File: src/rtl/rtc_pkg.sv
// Shared definitions for the RTC snapshot block: register map and bus FSM states.
package rtc_pkg;

    localparam logic [2:0] ADDR_CLOCK     = 3'd0;
    localparam logic [2:0] ADDR_TIMER     = 3'd1;
    localparam logic [2:0] ADDR_STOPWATCH = 3'd2;
    localparam logic [2:0] ADDR_ALARM     = 3'd3;
    localparam logic [2:0] ADDR_SPEED     = 3'd4;
    localparam logic [2:0] ADDR_HACKTIME  = 3'd5;
    localparam logic [2:0] ADDR_HACKHI    = 3'd6;
    localparam logic [2:0] ADDR_HACKLO    = 3'd7;

    typedef enum logic [1:0] {
        IDLE = 2'd0,
        REQ  = 2'd1,
        ACK  = 2'd2
    } state_e;

endpackage

File: src/rtl/rtc_wb_watchdog.sv
// Bus watchdog: counts cycles spent waiting for an ack and flags expiry once the
// (2^LGTIMEOUT-1)-th waiting cycle passes without the counter being cleared.
module rtc_wb_watchdog #(
    parameter int LGTIMEOUT = 4
) (
    input  logic i_clk,
    input  logic i_reset_n,
    input  logic i_clear,
    input  logic i_enable,
    output logic o_expired
);

    localparam logic [LGTIMEOUT-1:0] LAST = {{(LGTIMEOUT-1){1'b1}}, 1'b0};

    logic [LGTIMEOUT-1:0] cnt_q;

    // Expiry fires on the cycle whose count would reach the limit; clear wins.
    assign o_expired = i_enable && !i_clear && (cnt_q == LAST);

    always_ff @(posedge i_clk or negedge i_reset_n) begin
        if (!i_reset_n) begin
            cnt_q <= '0;
        end else if (i_clear) begin
            cnt_q <= '0;
        end else if (i_enable && (cnt_q != '1)) begin
            cnt_q <= cnt_q + 1'b1;
        end
    end

endmodule

File: src/rtl/rtc_snapshot.sv
// Wishbone initiator that serves single register writes and reads an atomic
// four-register RTC snapshot (clock, timer, stopwatch, alarm) on request.
module rtc_snapshot
    import rtc_pkg::*;
#(
    parameter int LGTIMEOUT = 4
) (
    input  logic        i_clk,
    input  logic        i_reset_n,
    input  logic        i_trigger,
    input  logic        i_wr_req,
    input  logic [2:0]  i_wr_addr,
    input  logic [31:0] i_wr_data,
    input  logic [3:0]  i_wr_sel,
    output logic        o_wb_cyc,
    output logic        o_wb_stb,
    output logic        o_wb_we,
    output logic [2:0]  o_wb_addr,
    output logic [31:0] o_wb_data,
    output logic [3:0]  o_wb_sel,
    input  logic        i_wb_stall,
    input  logic        i_wb_ack,
    input  logic        i_wb_err,
    input  logic [31:0] i_wb_data,
    output logic [31:0] o_clock,
    output logic [31:0] o_timer,
    output logic [31:0] o_stopwatch,
    output logic [31:0] o_alarm,
    output logic        o_snap_valid,
    output logic        o_wr_done,
    output logic        o_err,
    output logic        o_busy
);

    state_e      state_q;
    logic [1:0]  idx_q;
    logic        pend_q, cyc_q, stb_q, we_q;
    logic [2:0]  addr_q;
    logic [31:0] wdata_q;
    logic [3:0]  sel_q;
    logic [31:0] sh_q [3];
    logic [31:0] clock_q, timer_q, stopwatch_q, alarm_q;
    logic        snap_q, done_q, err_q;

    logic accept_d, ack_d, expired_d, abort_d;

    assign accept_d = (state_q == REQ) && stb_q && !i_wb_stall;
    assign ack_d    = (state_q == ACK) && i_wb_ack;
    assign abort_d  = (state_q != IDLE) && (i_wb_err || expired_d);

    rtc_wb_watchdog #(.LGTIMEOUT(LGTIMEOUT)) u_watchdog (
        .i_clk     (i_clk),
        .i_reset_n (i_reset_n),
        .i_clear   (accept_d || ack_d),
        .i_enable  (state_q == ACK),
        .o_expired (expired_d)
    );

    always_ff @(posedge i_clk or negedge i_reset_n) begin
        if (!i_reset_n) begin
            state_q     <= IDLE;
            idx_q       <= '0;
            pend_q      <= 1'b0;
            cyc_q       <= 1'b0;
            stb_q       <= 1'b0;
            we_q        <= 1'b0;
            addr_q      <= '0;
            wdata_q     <= '0;
            sel_q       <= '0;
            for (int i = 0; i < 3; i++) sh_q[i] <= '0;
            clock_q     <= '0;
            timer_q     <= '0;
            stopwatch_q <= '0;
            alarm_q     <= '0;
            snap_q      <= 1'b0;
            done_q      <= 1'b0;
            err_q       <= 1'b0;
        end else begin
            snap_q <= 1'b0;
            done_q <= 1'b0;
            err_q  <= 1'b0;
            if (i_trigger && (state_q != IDLE)) pend_q <= 1'b1;

            if (abort_d) begin
                state_q <= IDLE;
                idx_q   <= '0;
                cyc_q   <= 1'b0;
                stb_q   <= 1'b0;
                we_q    <= 1'b0;
                err_q   <= 1'b0 | 1'b1;
            end else begin
                case (state_q)
                    IDLE: begin
                        // A held-over trigger outranks a fresh write; a fresh write outranks a fresh trigger.
                        if (pend_q || (i_trigger && !i_wr_req)) begin
                            state_q <= REQ;
                            idx_q   <= '0;
                            pend_q  <= 1'b0;
                            cyc_q   <= 1'b1;
                            stb_q   <= 1'b1;
                            we_q    <= 1'b0;
                            addr_q  <= ADDR_CLOCK;
                            wdata_q <= '0;
                            sel_q   <= 4'hF;
                        end else if (i_wr_req) begin
                            state_q <= REQ;
                            pend_q  <= i_trigger;
                            cyc_q   <= 1'b1;
                            stb_q   <= 1'b1;
                            we_q    <= 1'b1;
                            addr_q  <= i_wr_addr;
                            wdata_q <= i_wr_data;
                            sel_q   <= i_wr_sel;
                        end
                    end
                    REQ: begin
                        if (accept_d) begin
                            stb_q   <= 1'b0;
                            state_q <= ACK;
                        end
                    end
                    ACK: begin
                        if (ack_d) begin
                            if (we_q) begin
                                state_q <= IDLE;
                                cyc_q   <= 1'b0;
                                we_q    <= 1'b0;
                                done_q  <= 1'b1;
                            end else if (idx_q == ADDR_ALARM[1:0]) begin
                                // Publish all four registers together with the valid strobe.
                                clock_q     <= sh_q[0];
                                timer_q     <= sh_q[1];
                                stopwatch_q <= sh_q[2];
                                alarm_q     <= i_wb_data;
                                snap_q      <= 1'b1;
                                state_q     <= IDLE;
                                cyc_q       <= 1'b0;
                                idx_q       <= '0;
                            end else begin
                                sh_q[idx_q] <= i_wb_data;
                                idx_q       <= idx_q + 2'd1;
                                addr_q      <= {1'b0, idx_q + 2'd1};
                                stb_q       <= 1'b1;
                                state_q     <= REQ;
                            end
                        end
                    end
                    default: state_q <= IDLE;
                endcase
            end
        end
    end

    assign o_wb_cyc     = cyc_q;
    assign o_wb_stb     = stb_q;
    assign o_wb_we      = we_q;
    assign o_wb_addr    = addr_q;
    assign o_wb_data    = wdata_q;
    assign o_wb_sel     = sel_q;
    assign o_clock      = clock_q;
    assign o_timer      = timer_q;
    assign o_stopwatch  = stopwatch_q;
    assign o_alarm      = alarm_q;
    assign o_snap_valid = snap_q;
    assign o_wr_done    = done_q;
    assign o_err        = err_q;
    assign o_busy       = cyc_q || (state_q != IDLE);

endmodule
File: config.mk
export PLATFORM = sky130hd
export DESIGN_NAME = rtc_snapshot
export DESIGN_NICKNAME = d
export VERILOG_FILES = /design/src/rtl/rtc_pkg.sv /design/src/rtl/rtc_wb_watchdog.sv /design/src/rtl/rtc_snapshot.sv
export SDC_FILE = /design/constraint.sdc
export NUM_CORES = 1
export LEC_CHECK = 0
export ABC_AREA = 0
export BUFFER_PORTS_ARGS = -buffer_cell sky130_fd_sc_hd__buf_4
export CAP_MARGIN = 20
export CORE_MARGIN = 2
export CORE_UTILIZATION = 40
export CTS_CLUSTER_DIAMETER = 40
export DETAILED_ROUTE_END_ITERATION = 10
export HOLD_SLACK_MARGIN = 0.06
export PLACE_DENSITY = 0.7
export SLEW_MARGIN = 20
export SYNTH_ARGS = -nofsm -noshare
export SYNTH_HDL_FRONTEND = slang
export SYNTH_SLANG_ARGS = --single-unit
File: constraint.sdc
create_clock -name i_clk -period 6.13 [get_ports i_clk]
set_clock_uncertainty 0.2 [all_clocks]
set_input_delay 1.226 -clock i_clk [delete_from_list [all_inputs] [get_ports i_clk]]
set_output_delay 1.226 -clock i_clk [all_outputs]
set_load 0.02 [all_outputs]
# Word level (Yosys, flattened, before mapping)
# Cells that the tools add are included.
# totals
regBits,278
latch_bits,0
ram_bits,0
rom_bits,0
output_inout_bits,174
n_memories,0
# op_classes
add_sub_neg,2
mul,0
div_mod_pow,0
magnitude_cmp,2
eq_ne,16
n_shift,0
mux,61
bitwise,4
n_reduce_logical,33
# ops
op,n
$bwmux W96,1
$mux W32,3
$demux W32 S2,1
$mux W1,31
$mux W2,10
$ne A3 B3 Y1 const B,6
$mux W4,4
$mux W3,5
$ne A4 B4 Y1 const B,3
$reduce_and A6 Y1,2
$logic_and A1 B1 Y1,10
$reduce_and A5 Y1,2
$reduce_and A3 Y1,3
$reduce_and A4 Y1,2
$reduce_bool A2 Y1,4
$ne A2 B2 Y1 const B,3
$pmux W2 S3,1
$pmux W3 S2,1
$add A4 B1 Y4 const B,1
$eq A2 B2 Y1 const B,2
$eq A4 B4 Y1 const B,1
$logic_or A1 B1 Y1,4
$pmux W1 S2,2
$pmux W2 S2,1
other kinds (11),15

# Depth between registers and ports, before layout
# depth
depth_word,11
ltp_mapped,6

# Cells and area by module
# A second synthesis with hierarchy kept.
# unflattened
hier_cells,664
hier_area_um2,10654.0
# modules_own_cells
module,n_inst,cells_per_inst,area_each_um2,seq_area_each_um2
rtc_snapshot,1,640,10400.0,6856.6
rtc_wb_watchdog,1,24,254.0,100.1

# Worst setup path before layout
# OpenSTA, ideal clock, no wires.
# synth_timing
path_type,input -> register
from,input i_wb_ack
to,register sh_q[0] in the netlist's numbering
arrival_time_ns,2.377
t_required_ns,5.805
slack_ns,3.428
stages,6
n_path_buf,2
path_cell_list,buf_2 > and2b_1 > and3_2 > nand2_2 > buf_6 > mux2_4
# synth_via
elab_chain_len,9
# synth_rtl
element,line,text
start: declaration,rtc_snapshot.sv:22,"input logic i_wb_ack,"
$logic_and A1 B1 Y1 *,rtc_snapshot.sv:48,assign ack_d = (state_q == ACK) && i_wb_ack;
$logic_or A1 B1 Y1,rtc_snapshot.sv:54,".i_clear (accept_d || ack_d),"
$logic_not A1 Y1,rtc_wb_watchdog.sv:18,assign o_expired = i_enable && !i_clear && (cnt_q == LAST);
$logic_and A1 B1 Y1 (2 in series),rtc_wb_watchdog.sv:18,
$logic_or A1 B1 Y1,rtc_snapshot.sv:49,assign abort_d = (state_q != IDLE) && (i_wb_err || expired_d);
$logic_and A1 B1 Y1,rtc_snapshot.sv:49,
$not A1 Y1 (no line),--,
$reduce_and A5 Y1 (no line) *,--,
end signal: indexed assignment,rtc_snapshot.sv:140,sh_q[idx_q] <= i_wb_data;
end: declaration,rtc_snapshot.sv:41,logic [31:0] sh_q [3];
# Every way passes the cells marked *; elsewhere a longest branch is shown, timed or not.
# A chain may end at the register's enable or synchronous reset.

# Worst setup path in the final report
# layout_timing
from,input i_wb_ack
to,"register stopwatch_q[18], in the netlist o_stopwatch[18]"
# layout_via
elab_chain_len,9
# layout_rtl
element,line,text
$logic_and A1 B1 Y1 *,rtc_snapshot.sv:48,
$logic_or A1 B1 Y1,rtc_snapshot.sv:54,
$logic_not A1 Y1,rtc_wb_watchdog.sv:18,
$logic_and A1 B1 Y1 (2 in series),rtc_wb_watchdog.sv:18,
$logic_or A1 B1 Y1,rtc_snapshot.sv:49,
$logic_and A1 B1 Y1,rtc_snapshot.sv:49,
$not A1 Y1 (no line),--,
$reduce_and A5 Y1 (no line) *,--,
end signal: assignment,rtc_snapshot.sv:133,stopwatch_q <= sh_q[2];
end: declaration,rtc_snapshot.sv:42,"logic [31:0] clock_q, timer_q, stopwatch_q, alarm_q;"
# Marks and branches as above.

==> results.py <==
metrics = {
    "synthesis": {
        "yosysMostFrequentCell": "dfrtp_1",
        "synth_fp_nets": 747,
        "avgSynthCellArea_sq_um": 16.6,
        "synth_edf_count": 0,
        "yosysSeqAreaShare_pct": 63.1,
        "yosysTopAreaCellShare_pct": 63.1,
        "yosys_warnings": 0,
        "synthArstFlopShare_pct": 100,
        "yosys-top-cells-count": "278 x dfrtp_1, 127 x mux2_1, 90 x mux2_4",
        "synth_area_leaders": "dfrtp_1 63%, mux2_1 13%, mux2_4 12%, a22o_1 2.5%, buf_6 2.0%",
        "ys_ff_latch": 278,
        "synth_area_leader_cell": "dfrtp_1",
        "syn_area_sq_mm": 0.0110,
        "syn_inst": 663,
        "ys.flop_type": "dfrtp_1",
        "yosys.cell_types.count": 45,
    },
    "setup_path": {
        "cp.required_ns": 6.30,
        "cp_max_fo": 45,
        "endpoint_kind": "flip-flop",
        "rrSetupSlack_ns": 3.24,
        "cp_num_buf_inv": 3,
        "r2r_end": "o_stopwatch[18]",
        "cp_data_arrival_time_ns": 3.24,
        "path_common_cell": "buf_4",
        "critical_path.top_delay_family": "buffers and inverters",
        "r2r_cells": 5,
        "cp_slowest_stage_delay_ns": 0.62,
        "crit_path_top_delay_cell": "buf_4",
        "rr_startpoint": "state_q[0]",
        "crit_chain": "buf_4 -> and2b_1 -> nand4b_1 -> buf_4 -> buf_4 -> mux2_1",
        "worst_setup_path_start_kind": "primary input",
        "critPathKind": "in -> reg",
    },
    "floorplan": {
        "ios": 252,
        "core_sq_mm": 0.0270,
        "fp.dieArea_sq_mm": 0.0289,
        "die_h_microns": 170,
        "initial_core_util_pct": 40.8,
        "num_rows": 60,
        "dieWidth_microns": 170,
    },
    "clocking": {
        "clockBufferDepth": 3,
        "cts.sinks": 278,
        "cts_buffers": 36,
        "clock_latency_ns": 0.50,
        "cts_tree": "yes",
        "post_cts_buffers": 0,
        "cts.repair.resized": 0,
        "root_buffer": "clkbuf_16",
        "clk_pin_slew_worst_paths_ns": 0.06,
        "cts_max_level": 2,
        "cts_hold_buf": 0,
    },
    "run_status": {
        "status": "finished, final reports clean",
    },
    "route": {
        "drtIter0Drc": 302,
        "vias": 6443,
        "post_drt_wl_per_cell_microns": 18.2,
        "drt-total-wl_microns": 23500,
        "drtAntennaViolNets": 0,
        "vias_per_cell": 4.98,
        "dr.pass1.iters": 4,
        "drc": 0,
    },
    "global_routing": {
        "grt_first_pass_wirelength_microns": 37800,
        "overflow": 0,
        "antenna_found_initial": 0,
        "grt.total_usage_pct": 16.5,
        "grt_max_degree": 114,
        "grt_pass1_vias": 6721,
    },
    "placed_design": {
        "portBuffers": 251,
        "dp_hpwl_microns": 15600,
        "place_ws_ns": 2.53,
        "gp_congestion": 0.773,
    },
    "timing": {
        "max_freq_mhz": 326,
        "hold_violations": 0,
        "slew_violations": 0,
        "period_needed_ns": 3.07,
        "max_slew.worst_pin.slew_ns": 0.844,
        "fin_ws_ns": 3.06,
        "holdWs_ns": 0.280,
        "setup_violations": 0,
        "rsz0062_at_grt": "no",
        "fin_crit_sh_pct": 50.1,
        "maxSlewHeadroom_pct": 43.8,
        "fin_tns_setup_ns": 0,
    },
    "final_layout": {
        "nets": 1011,
        "fillers": 2256,
        "diodes": 0,
        "finish.utilization_pct": 53.3,
        "syn_to_final_growth_pct": 30.8,
        "drive_above_1_share_pct": 44.9,
    },
    "pwr": {
        "irDropWorstVdd_uv": 248,
        "power_mw": 5.27,
        "p_per_area_mw_per_mm2": 366,
        "leakagePower_nw": 7.96,
    },
    "worst_hold_path": {
        "hold_depth": 1,
        "hold_path.class": "reg -> reg",
        "min_to": "o_clock[31]",
        "worstHoldStart": "sh_q[95]",
    },
    "job": {
        "max_cap_viol_count": 0,
    },
}
==> state kept, by name, summed over array words and instances, names as in the netlist, 2 cells and up <==
name and count:
o_wb_data 32, state_q 2, o_clock 32, u_watchdog.cnt_q 4, o_stopwatch 32, sh_q 96
o_alarm 32, o_wb_sel 4, o_timer 32, o_wb_addr 3, idx_q 2
==> cell families after synthesis <==
family | synth area share, %
buf+inv | 2.89
simple gates | 2.30
fa+ha+maj | 0.681
mux | 26.5
flops | 63.1
xor+xnor | 0.159
compound gates | 4.31
==> placed cells by master (no fill, tap or decap), types with 3 or more instances in the layout <==
cell type  synthesis  layout
nand2_2            3       4
ha_1               6       6
or3_1              3       3
nand3_1            7       7
clkbuf_16          0      37
buf_4              1     257
a21oi_1            3       3
mux2_4            90      90
mux2_2            11      11
clkinv_2           0       3
nand2b_1           5       5
inv_6              0       5
dfrtp_1          278     278
nor2_1             9       8
inv_1              9       9
nand2_1            8       7
bufinv_16          0       5
o22a_1             4       4
a22o_1            32      32
clkbuf_1           6       4
inv_8              0       3
mux2_1           127     127
clkbuf_8           0       6
==> cell type report <==
type / instances / area [sq um] / share of cell area [%]
multi-input combinational: 343 / 3760 / 26.1
clock buffer: 47 / 1020 / 7.10
inverter: 9 / 33.8 / 0.234
sequential: 278 / 6960 / 48.3
clock inverter: 17 / 251 / 1.74
tap: 341 / 427 / 2.96
timing repair buffer: 259 / 1960 / 13.6
==> worst max path at each step <==
stage               slack, ns  cells past startpoint     start         endpoint
detailed placement       2.53                      6  i_wb_ack      o_timer[20]
CTS                      3.06                      6  i_wb_ack  o_stopwatch[18]
global route             2.93                      6  i_wb_ack  o_stopwatch[18]
finish                   3.06                      6  i_wb_ack  o_stopwatch[18]
global placement         2.54                      6  i_wb_ack      o_alarm[14]
floorplan                3.43                      6  i_wb_ack          sh_q[0]
==> stage by stage <==
| step | cell area [sq um] | std cells |
|---|---|---|
| 3_3_place_gp | 13100 | 1230 |
| 3_5_place_dp | 13100 | 1230 |
| 6_report | 14400 | 1294 |
| 2_1_floorplan | 11000 | 663 |
| 4_1_cts | 14400 | 1294 |
| 5_1_grt | 14400 | 1294 |
==> power by group <==
| group | internal [mW] | switching (mW) |
|---|---|---|
| Clock | 1.40 | 0.783 |
| Combinational | 0.427 | 0.452 |
| Sequential | 2.05 | 0.157 |
| Total | 3.88 | 1.39 |
==> metal layers <==
| metal | global-route usage, % | routed length [microns] | up-vias |
|---|---|---|---|
| li1 | - | - | 2909 |
| met1 | 23.5 | 10900 | 3272 |
| met2 | 24.9 | 10500 | 226 |
| met3 | 4.72 | 1700 | 36 |
| met4 | 4.16 | 421 | 0 |
| met5 | 0 | 0 | - |
==> worst reg2reg max path: stages (launching register included) <==
cell      delay [ns]
dfrtp_1         0.56
and2b_2         0.32
nand4b_1        0.12
buf_4           0.51
buf_4           0.64
mux2_1          0.42
Note: power is estimated with default switching activity, not from simulation.
